[config.mk]
export PLATFORM = sky130hd
export DESIGN_NAME = tv_timing_gen
export DESIGN_NICKNAME = d
export VERILOG_FILES = /design/src/rtl/tv_timing_gen.sv
export SDC_FILE = /design/constraint.sdc
export NUM_CORES = 1
export LEC_CHECK = 0
export BUFFER_PORTS_ARGS = -buffer_cell sky130_fd_sc_hd__buf_2
export CORE_MARGIN = 3
export CORE_UTILIZATION = 52
export CTS_CLUSTER_SIZE = 8
export DETAILED_ROUTE_END_ITERATION = 6
export PLACE_DENSITY_LB_ADDON = 0.12
export SLEW_MARGIN = 25
export SYNTH_ARGS = -nofsm -noshare
export SYNTH_HDL_FRONTEND = slang
export SYNTH_SLANG_ARGS = --single-unit
[constraint.sdc]
create_clock -name clk24 -period 3 [get_ports clk24]
set_clock_uncertainty 0.05 [all_clocks]
set_input_delay 0.3 -clock clk24 [delete_from_list [all_inputs] [get_ports clk24]]
set_output_delay 0.3 -clock clk24 [all_outputs]
set_load 0.05 [all_outputs]
[src/rtl/tv_timing_gen.sv]
// ---------------------------------------------------------------------------
// tv_timing_gen
//
// Composite-TV (PAL) timing generator. A clock-position counter (tv_pos)
// spans one full line; a half-line counter (tv_halfline) spans one field; a
// 3-bit field counter follows field wraps. From those it derives composite
// sync (broad / equalising / line pulses), blanking, the colourburst window,
// the burst-phase select and a vertical strobe for the OSD. The generator can
// be forced back to the top of a field by a falling edge on ext_vs.
//
// Ports
//   clk24        in   system clock
//   rst_n        in   asynchronous active-low reset
//   ce           in   clock enable, all state holds while low
//   interlace    in   1: FIELD_HL+1 half-lines per field, 0: FIELD_HL
//   field_alt_en in   alternate burst phase from field to field
//   ext_lock     in   allow resync on an ext_vs falling edge
//   ext_vs       in   external vertical sync
//   tv_sync      out  composite sync, active low
//   tv_blank     out  blanking, including the whole field-sync zone
//   tv_burst     out  colourburst window
//   phase_sel    out  burst phase select
//   tv_halfline  out  half-line within field
//   tv_pos       out  clock position within full line
//   field_ctr    out  field counter
//   line_start   out  strobe when tv_pos wraps to 0
//   field_start  out  strobe when tv_halfline becomes 0
//   osd_vsync_n  out  low for the whole of half-line OSD_HL
// ---------------------------------------------------------------------------
module tv_timing_gen #(
    parameter int LINE_CLKS   = 1536,
    parameter int HSYNC_CLKS  = 114,
    parameter int EQ_CLKS     = 56,
    parameter int BROAD_CLKS  = 655,
    parameter int BURST_START = 139,
    parameter int BURST_END   = 212,
    parameter int BLANK_END   = 249,
    parameter int BLANK_START = 1497,
    parameter int BROAD_HL    = 5,
    parameter int EQ_POST_HL  = 10,
    parameter int EQ_PRE_HL   = 618,
    parameter int FIELD_HL    = 624,
    parameter int OSD_HL      = 275,
    parameter int HL_W        = 11
) (
    input  logic            clk24,
    input  logic            rst_n,
    input  logic            ce,
    input  logic            interlace,
    input  logic            field_alt_en,
    input  logic            ext_lock,
    input  logic            ext_vs,
    output logic            tv_sync,
    output logic            tv_blank,
    output logic            tv_burst,
    output logic            phase_sel,
    output logic [HL_W-1:0] tv_halfline,
    output logic [10:0]     tv_pos,
    output logic [2:0]      field_ctr,
    output logic            line_start,
    output logic            field_start,
    output logic            osd_vsync_n
);

    localparam int HALF = LINE_CLKS / 2;

    localparam logic [10:0] POS_LAST    = 11'(LINE_CLKS - 1);
    localparam logic [10:0] POS_HALF_M1 = 11'(HALF - 1);
    localparam logic [10:0] POS_HALF    = 11'(HALF);
    localparam logic [10:0] P_HSYNC     = 11'(HSYNC_CLKS);
    localparam logic [10:0] P_EQ        = 11'(EQ_CLKS);
    localparam logic [10:0] P_BROAD     = 11'(BROAD_CLKS);
    localparam logic [10:0] P_BST_START = 11'(BURST_START);
    localparam logic [10:0] P_BST_END   = 11'(BURST_END);
    localparam logic [10:0] P_BLK_END   = 11'(BLANK_END);
    localparam logic [10:0] P_BLK_START = 11'(BLANK_START);

    localparam logic [HL_W-1:0] HL_BROAD    = HL_W'(BROAD_HL);
    localparam logic [HL_W-1:0] HL_EQ_POST  = HL_W'(EQ_POST_HL);
    localparam logic [HL_W-1:0] HL_EQ_PRE   = HL_W'(EQ_PRE_HL);
    localparam logic [HL_W-1:0] HL_OSD      = HL_W'(OSD_HL);
    localparam logic [HL_W-1:0] HL_FIELD    = HL_W'(FIELD_HL);
    localparam logic [HL_W-1:0] HL_FIELD_M1 = HL_W'(FIELD_HL - 1);

    // Elaboration-time guard against an inconsistent timing set.
    if (!((LINE_CLKS % 2 == 0) && (LINE_CLKS <= 2048) &&
          (HSYNC_CLKS < BURST_START) && (BURST_START <= BURST_END) &&
          (BURST_END < BLANK_END) && (BLANK_END < BLANK_START) &&
          (BLANK_START < LINE_CLKS) && (EQ_CLKS < HSYNC_CLKS) &&
          (BROAD_CLKS < HALF) && (BROAD_HL < EQ_POST_HL) &&
          (EQ_POST_HL < EQ_PRE_HL) && (EQ_PRE_HL < FIELD_HL) &&
          (HL_W >= 2) && (FIELD_HL < (1 << HL_W)))) begin : g_bad_params
        $error("tv_timing_gen: inconsistent timing parameters");
    end

    logic            vs_q;
    logic            ext_fall;
    logic            hl_step;
    logic            hl_last;
    logic [HL_W-1:0] fl_last;
    logic [10:0]     pos_nx;
    logic [10:0]     hpos_nx;
    logic [HL_W-1:0] hl_nx;
    logic [2:0]      fc_nx;
    logic            ls_nx;
    logic            fs_nx;
    logic            broad_zone;
    logic            eq_zone;
    logic            field_zone;
    logic            sync_nx;
    logic            blank_nx;
    logic            burst_nx;
    logic            osd_nx;

    // Field length follows the live interlace input; a half-line count that
    // already exceeds the new last value wraps on the next increment.
    assign fl_last  = interlace ? HL_FIELD : HL_FIELD_M1;
    assign ext_fall = ext_lock & vs_q & ~ext_vs;
    assign hl_step  = (tv_pos == POS_HALF_M1) || (tv_pos == POS_LAST);
    assign hl_last  = (tv_halfline >= fl_last);

    // Next counter values; outputs are decoded from these so that the
    // registered outputs match the counters of the same edge.
    always_comb begin
        pos_nx = (tv_pos == POS_LAST) ? 11'd0 : tv_pos + 11'd1;
        ls_nx  = (tv_pos == POS_LAST);
        fs_nx  = hl_step & hl_last;
        hl_nx  = tv_halfline;
        if (hl_step) begin
            hl_nx = hl_last ? '0 : tv_halfline + 1'b1;
        end
        fc_nx = field_ctr + {2'b00, fs_nx};
        // Resync overrides a coincident natural wrap; the field counter
        // still advances only once.
        if (ext_fall) begin
            pos_nx = 11'd0;
            hl_nx  = '0;
            fc_nx  = field_ctr + 3'd1;
            ls_nx  = 1'b1;
            fs_nx  = 1'b1;
        end
    end

    always_comb begin
        hpos_nx    = (pos_nx < POS_HALF) ? pos_nx : pos_nx - POS_HALF;
        broad_zone = (hl_nx < HL_BROAD);
        eq_zone    = ~broad_zone && ((hl_nx < HL_EQ_POST) || (hl_nx >= HL_EQ_PRE));
        field_zone = broad_zone | eq_zone;
        if (broad_zone) begin
            sync_nx = ~(hpos_nx < P_BROAD);
        end else if (eq_zone) begin
            sync_nx = ~(hpos_nx < P_EQ);
        end else begin
            // Normal line sync is once per full line, hence pos not hpos.
            sync_nx = ~(pos_nx < P_HSYNC);
        end
        blank_nx = field_zone || (pos_nx < P_BLK_END) || (pos_nx >= P_BLK_START);
        burst_nx = ~field_zone && (pos_nx >= P_BST_START) && (pos_nx <= P_BST_END);
        osd_nx   = ~(hl_nx == HL_OSD);
    end

    always_ff @(posedge clk24 or negedge rst_n) begin
        if (!rst_n) begin
            tv_pos      <= 11'd0;
            tv_halfline <= '0;
            field_ctr   <= 3'd0;
            vs_q        <= 1'b0;
            tv_sync     <= 1'b1;
            tv_blank    <= 1'b1;
            tv_burst    <= 1'b0;
            line_start  <= 1'b0;
            field_start <= 1'b0;
            osd_vsync_n <= 1'b1;
        end else if (ce) begin
            tv_pos      <= pos_nx;
            tv_halfline <= hl_nx;
            field_ctr   <= fc_nx;
            vs_q        <= ext_vs;
            tv_sync     <= sync_nx;
            tv_blank    <= blank_nx;
            tv_burst    <= burst_nx;
            line_start  <= ls_nx;
            field_start <= fs_nx;
            osd_vsync_n <= osd_nx;
        end
    end

    // Burst phase flips every second half-line, and optionally every field.
    assign phase_sel = tv_halfline[1] ^ (field_alt_en & field_ctr[0]);

endmodule

* Word-level counts from Yosys, hierarchy flattened *
Index checks and enable logic that the tools add are counted.

cells by class
  $add $sub $neg = 5
  multiply operators = 0
  div/mod/pow operators = 0
  magnitude comparators = 12
  equality and inequality tests = 3
  shift operators = 0
  muxes and demuxes = 12
  bitwise operators = 13
  reductions and logical operators = 7

operators with widths
  kind                      number
  $mux W11                  6
  $add A11 B1 Y11 const B   2
  $lt A11 B10 Y1 const B    2
  $eq A11 B10 Y1 const B    1
  $eq A11 B11 Y1 const B    1
  $eq A11 B9 Y1 const B     1
  $ge A11 B10 Y1            1
  $ge A11 B10 Y1 const B    1
  $ge A11 B11 Y1 const B    1
  $ge A11 B8 Y1 const B     1
  $le A11 B8 Y1 const B     1
  $lt A11 B3 Y1 const B     1
  $lt A11 B4 Y1 const B     1
  $lt A11 B6 Y1 const B     1
  $lt A11 B7 Y1 const B     1
  $lt A11 B8 Y1 const B     1
  $sub A11 B10 Y11 const B  1
  $not A1 Y1                7
  $mux W5                   1
  $and A1 B1 Y1             4
  $logic_or A1 B1 Y1        4
  $mux W1                   4
  $add A3 B1 Y3             1
  $add A3 B1 Y3 const B     1
  4 further kinds           6

storage, ports and cells
  register bits = 32
  bits in latches = 0
  bits in writable memories = 0
  bits in read-only memories = 0
  output and inout port bits = 32
  logic and storage cells = 62
  memories kept = 0

* Longest topological paths before layout *
  depth after elaboration = 12
  mapped depth = 14
  mapped depth without buffers = 13

* Worst setup path before layout *
OpenSTA, ideal clock, no wires.

  path kind = reg-to-reg
  start point = register tv_halfline[0]
  end point = register tv_sync
  data arrival time = 3.351 ns
  data required time = 2.878 ns
  path slack = -0.472 ns
  cell stages (with the launch flop) = 13
  path buffers = 1
  clock period less this slack = 3.472 ns
  cell sequence = dfrtp_1 -> clkbuf_1 -> inv_1 -> ha_1 -> nand2b_1 -> a31oi_1 -> o311ai_4 -> or4_1 -> a21bo_1 -> o41ai_1 -> a2111oi_4 -> mux2i_1 -> o21ai_1

between the ends
  cells in the longest elaborated chain, start to end = 9
  elaborated cells between the ends (all ways) = 13

RTL lines
  what                                               line      text
  start: declaration                                 57        output logic [HL_W-1:0] tv_halfline,
  start signal: assignment                           176       tv_halfline <= hl_nx;
  $add A11 B1 Y11 or $ge A11 B10 Y1 (tied branches)  130, 120
  $mux W11                                           130       hl_nx = hl_last ? '0 : tv_halfline + 1'b1;
  $mux W11 *                                         129       if (hl_step) begin
  $mux W11 *                                         135       if (ext_fall) begin
  $lt A11 B4 Y1 (tied with other cells)              147       eq_zone = ~broad_zone && ((hl_nx < HL_EQ_POST) || (hl_nx >= HL_EQ_PRE));
  $logic_or A1 B1 Y1 or $not A1 Y1 (tied branches)   147
  $logic_and A1 B1 Y1                                147
  $mux W1                                            151       end else if (eq_zone) begin
  $mux W1 *                                          149       if (broad_zone) begin
  end signal: assignment                             179       tv_sync <= sync_nx;
  end: declaration                                   53        output logic tv_sync,

Every way passes the cells marked *; elsewhere a longest branch is shown, timed or not.
A chain may end at the register's enable or synchronous reset.

* Worst setup path after layout *
  start point = register tv_halfline[7]
  end point = register tv_sync

The elaborated chain is that of the path after synthesis.

==> impl_metrics.env <==
export IMPL_layout_common_cells="buf_2, buf_4, nand2_1, o21ai_0, dfrtp_1"
export IMPL_critical_path_max_stage_delay_ns=0.57
export IMPL_grt_max_degree=39
export IMPL_fin_crit_sh_pct=96.8
export IMPL_drt_iter0_drc=209
export IMPL_place_gp_congestion=0.950
export IMPL_avgSynthCellArea_sq_um=8.64
export IMPL_relSlewSlack_pct=49.6
export IMPL_numPortBuffers=38
export IMPL_grt_usage_pct=25.7
export IMPL_cts_sinks=32
export IMPL_dp_cells=427
export IMPL_setup_viol=0
export IMPL_dr_pass1_iters=4
export IMPL_dieArea_sq_um=6050
export IMPL_clock_fmax_mhz=345
export IMPL_seq_area_frac_synth_pct=30.0
export IMPL_synthTopCellsByArea="dfrtp_1, ha_1, mux2_2"
export IMPL_overflow=0
export IMPL_cp_start_kind="flip-flop"
export IMPL_antenna_found_initial=0
export IMPL_diodes=0
export IMPL_antenna_left=0
export IMPL_synth_cell_types=66
export IMPL_fp_dieH_microns=77.8
export IMPL_io_pins=39
export IMPL_fill_cells=418
export IMPL_final_common_cell="buf_2"
export IMPL_async_reset_ff_share_pct=100
export IMPL_grt_pass1_wl_microns=12400
export IMPL_dieWidth_microns=77.8
export IMPL_syn_nets=329
export IMPL_synthCells=310
export IMPL_synth_top_area_share_pct=27.1
export IMPL_holdCritPathClass="input pin to async pin"
export IMPL_start_util_pct=55.3
export IMPL_synth_ff_type="dfrtp_1"
export IMPL_yosysWarnings=0
export IMPL_worstMarginPinSlew_ns=0.755
export IMPL_cp_top_family="compound AO/OA/AOI/OAI gates"
export IMPL_synth_edf_count=0
export IMPL_grt_pass1_vias=2450
export IMPL_drive_above_1_share_pct=35.7
export IMPL_cp_max_fo=8
export IMPL_synth_seq_cells=32
export IMPL_syn2layout_area_growth_pct=23.6
export IMPL_root_buffer="clkbuf_8"
export IMPL_wl_per_cell_microns=16.6
export IMPL_p_leak_uw=0.00151
export IMPL_drcViolationCount=0
export IMPL_slowest_stage="or4b_4"
export IMPL_fin_crit_ns=2.90
export IMPL_netlist_area_sq_um=2680
export IMPL_nets=388
export IMPL_clk_latency_ns=0.29
export IMPL_path_cells="or4b_4, or3_4, o311ai_4, a211oi_2, a21oi_2, nor4_4, a2111oi_4, mux2i_1, o21ai_1"
export IMPL_clock_path_buffers=2
export IMPL_clkSlewWorstSetupHoldPaths_ns=0.08
export IMPL_vias=2645
export IMPL_worstPathArrival_ns=3.07
export IMPL_timing_hold_violations_final=0
export IMPL_rsz0062_at_grt="no"
export IMPL_worst_ep_required_time_ns=3.17
export IMPL_ir_drop_uv=516
export IMPL_crit_type="flip-flop to flip-flop"
export IMPL_power_per_cell_area_nw_per_um2=620
export IMPL_cts_buffers=5
export IMPL_vias_per_cell=6.05
export IMPL_finalNonFillerCells=437
export IMPL_htree_levels=2
export IMPL_cap_viol_max_count=0
export IMPL_worst_setup_path_end_kind="flip-flop"
export IMPL_synth_largest_area_cell="dfrtp_1"
export IMPL_core_sq_um=4850
export IMPL_totalWireLength_microns=7270
export IMPL_dp_hpwl_microns=5320
export IMPL_rows=25
export IMPL_outcome="finished, final reports clean"
export IMPL_finalMaxSlewViolations=0
export IMPL_setup_tns_ns=0
export IMPL_crit_buf_inv=0
export IMPL_cts_tree="yes"
==> repair_timing <==
action                                  in CTS  in global routing
endpoints found under the setup margin       0                  2
resized for setup                            0                  5
hold endpoints to repair                     0                  0
hold buffers                                 0                  0
setup buffers                                0                  2
==> worst register-to-register path: stages, from the launching register on <==
cell,delay (ns)
dfrtp_2,0.40
or4b_4,0.57
or3_4,0.41
o311ai_4,0.17
a211oi_2,0.21
a21oi_2,0.24
nor4_4,0.08
a2111oi_4,0.39
mux2i_1,0.22
o21ai_1,0.08
==> synthesized netlist by cell type (all sizes together), types with 8 or more instances <==
cell type / n
nand2: 30
dfrtp: 29
o21ai: 26
nand3: 19
nor2: 16
inv: 13
mux2: 13
ha: 12
a21oi: 11
clkbuf: 11
buf: 9
a31oi: 8
==> state kept, by name (all words and copies together) (netlist names) <==
name         count
vs_q             1
tv_halfline     11
field_ctr        3
osd_vsync_n      1
tv_blank         1
tv_burst         1
field_start      1
tv_sync          1
tv_pos          11
line_start       1
==> worst paths after layout <==
| check | cells after the start | slack [ns] | startpoint | endpoint |
|---|---|---|---|---|
| setup / recovery | 9 | 0.1 | tv_halfline[7] | tv_sync |
| hold / removal | 1 | 0.005 | rst_n | vs_q |
| setup reg to reg | 9 | 0.1 | tv_halfline[7] | tv_sync |
| hold reg to reg | 1 | 0.43 | line_start | line_start |
| max in group asynchronous | 1 | 2.38 | rst_n | tv_halfline[2] |
| min in group clk24 | 2 | 0.21 | ext_vs | vs_q |
==> where the power goes <==
group | total [uW] | leakage [uW] | internal, uW | switching [uW]
logic | 1100 | 0.00106 | 388 | 710
registers | 598 | 0.000400 | 523 | 75.3
clock network | 359 | 0.0000510 | 183 | 176
total | 2050 | 0.00151 | 1090 | 961
==> stage by stage <==
stage / total power [uW] / util, % / hold WS, ns / setup slack (ns) / cell area [sq um]
after floorplan: 1420 / - / -0.0456 / 0.00258 / 2770
after global routing: 2190 / 68.3 / 0.0554 / 0.000357 / 3310
after global placement: 1680 / 65.6 / 0.363 / 0.136 / 3180
after CTS: 2050 / 67.5 / 0.0433 / 0.112 / 3270
final: 2050 / 68.3 / 0.00528 / 0.0975 / 3310
after detailed placement: 1690 / 65.6 / 0.363 / 0.0970 / 3180
==> layout make-up <==
class	instances	area (sq um)	area share, %
sequential	32	816	24.6
tap	67	83.8	2.53
timing repair buffer	72	449	13.6
inverter	13	48.8	1.47
clock inverter	2	10.0	0.302
multi-input combinational	245	1820	55.0
clock buffer	6	82.6	2.49
==> metal layers <==
metal / vias up / GRT usage (%) / part of all wire [%]
met5: - / 0 / 0
met4: 0 / 7.12 / 1.2
met3: 8 / 4.41 / 7.5
met2: 101 / 36.5 / 43
met1: 1258 / 39.6 / 48
li1: 1278 / - / -
==> cell families after synthesis <==
kind of cell    Yosys count  synth area share, %
buf+inv                  33                 5.28
flops                    32                 30.0
xor+xnor                  9                 2.94
compound gates           87                 24.3
mux                      19                 7.71
simple gates            118                 24.1
fa+ha+maj                12                 5.60
Power figures use the tool's default switching activity.
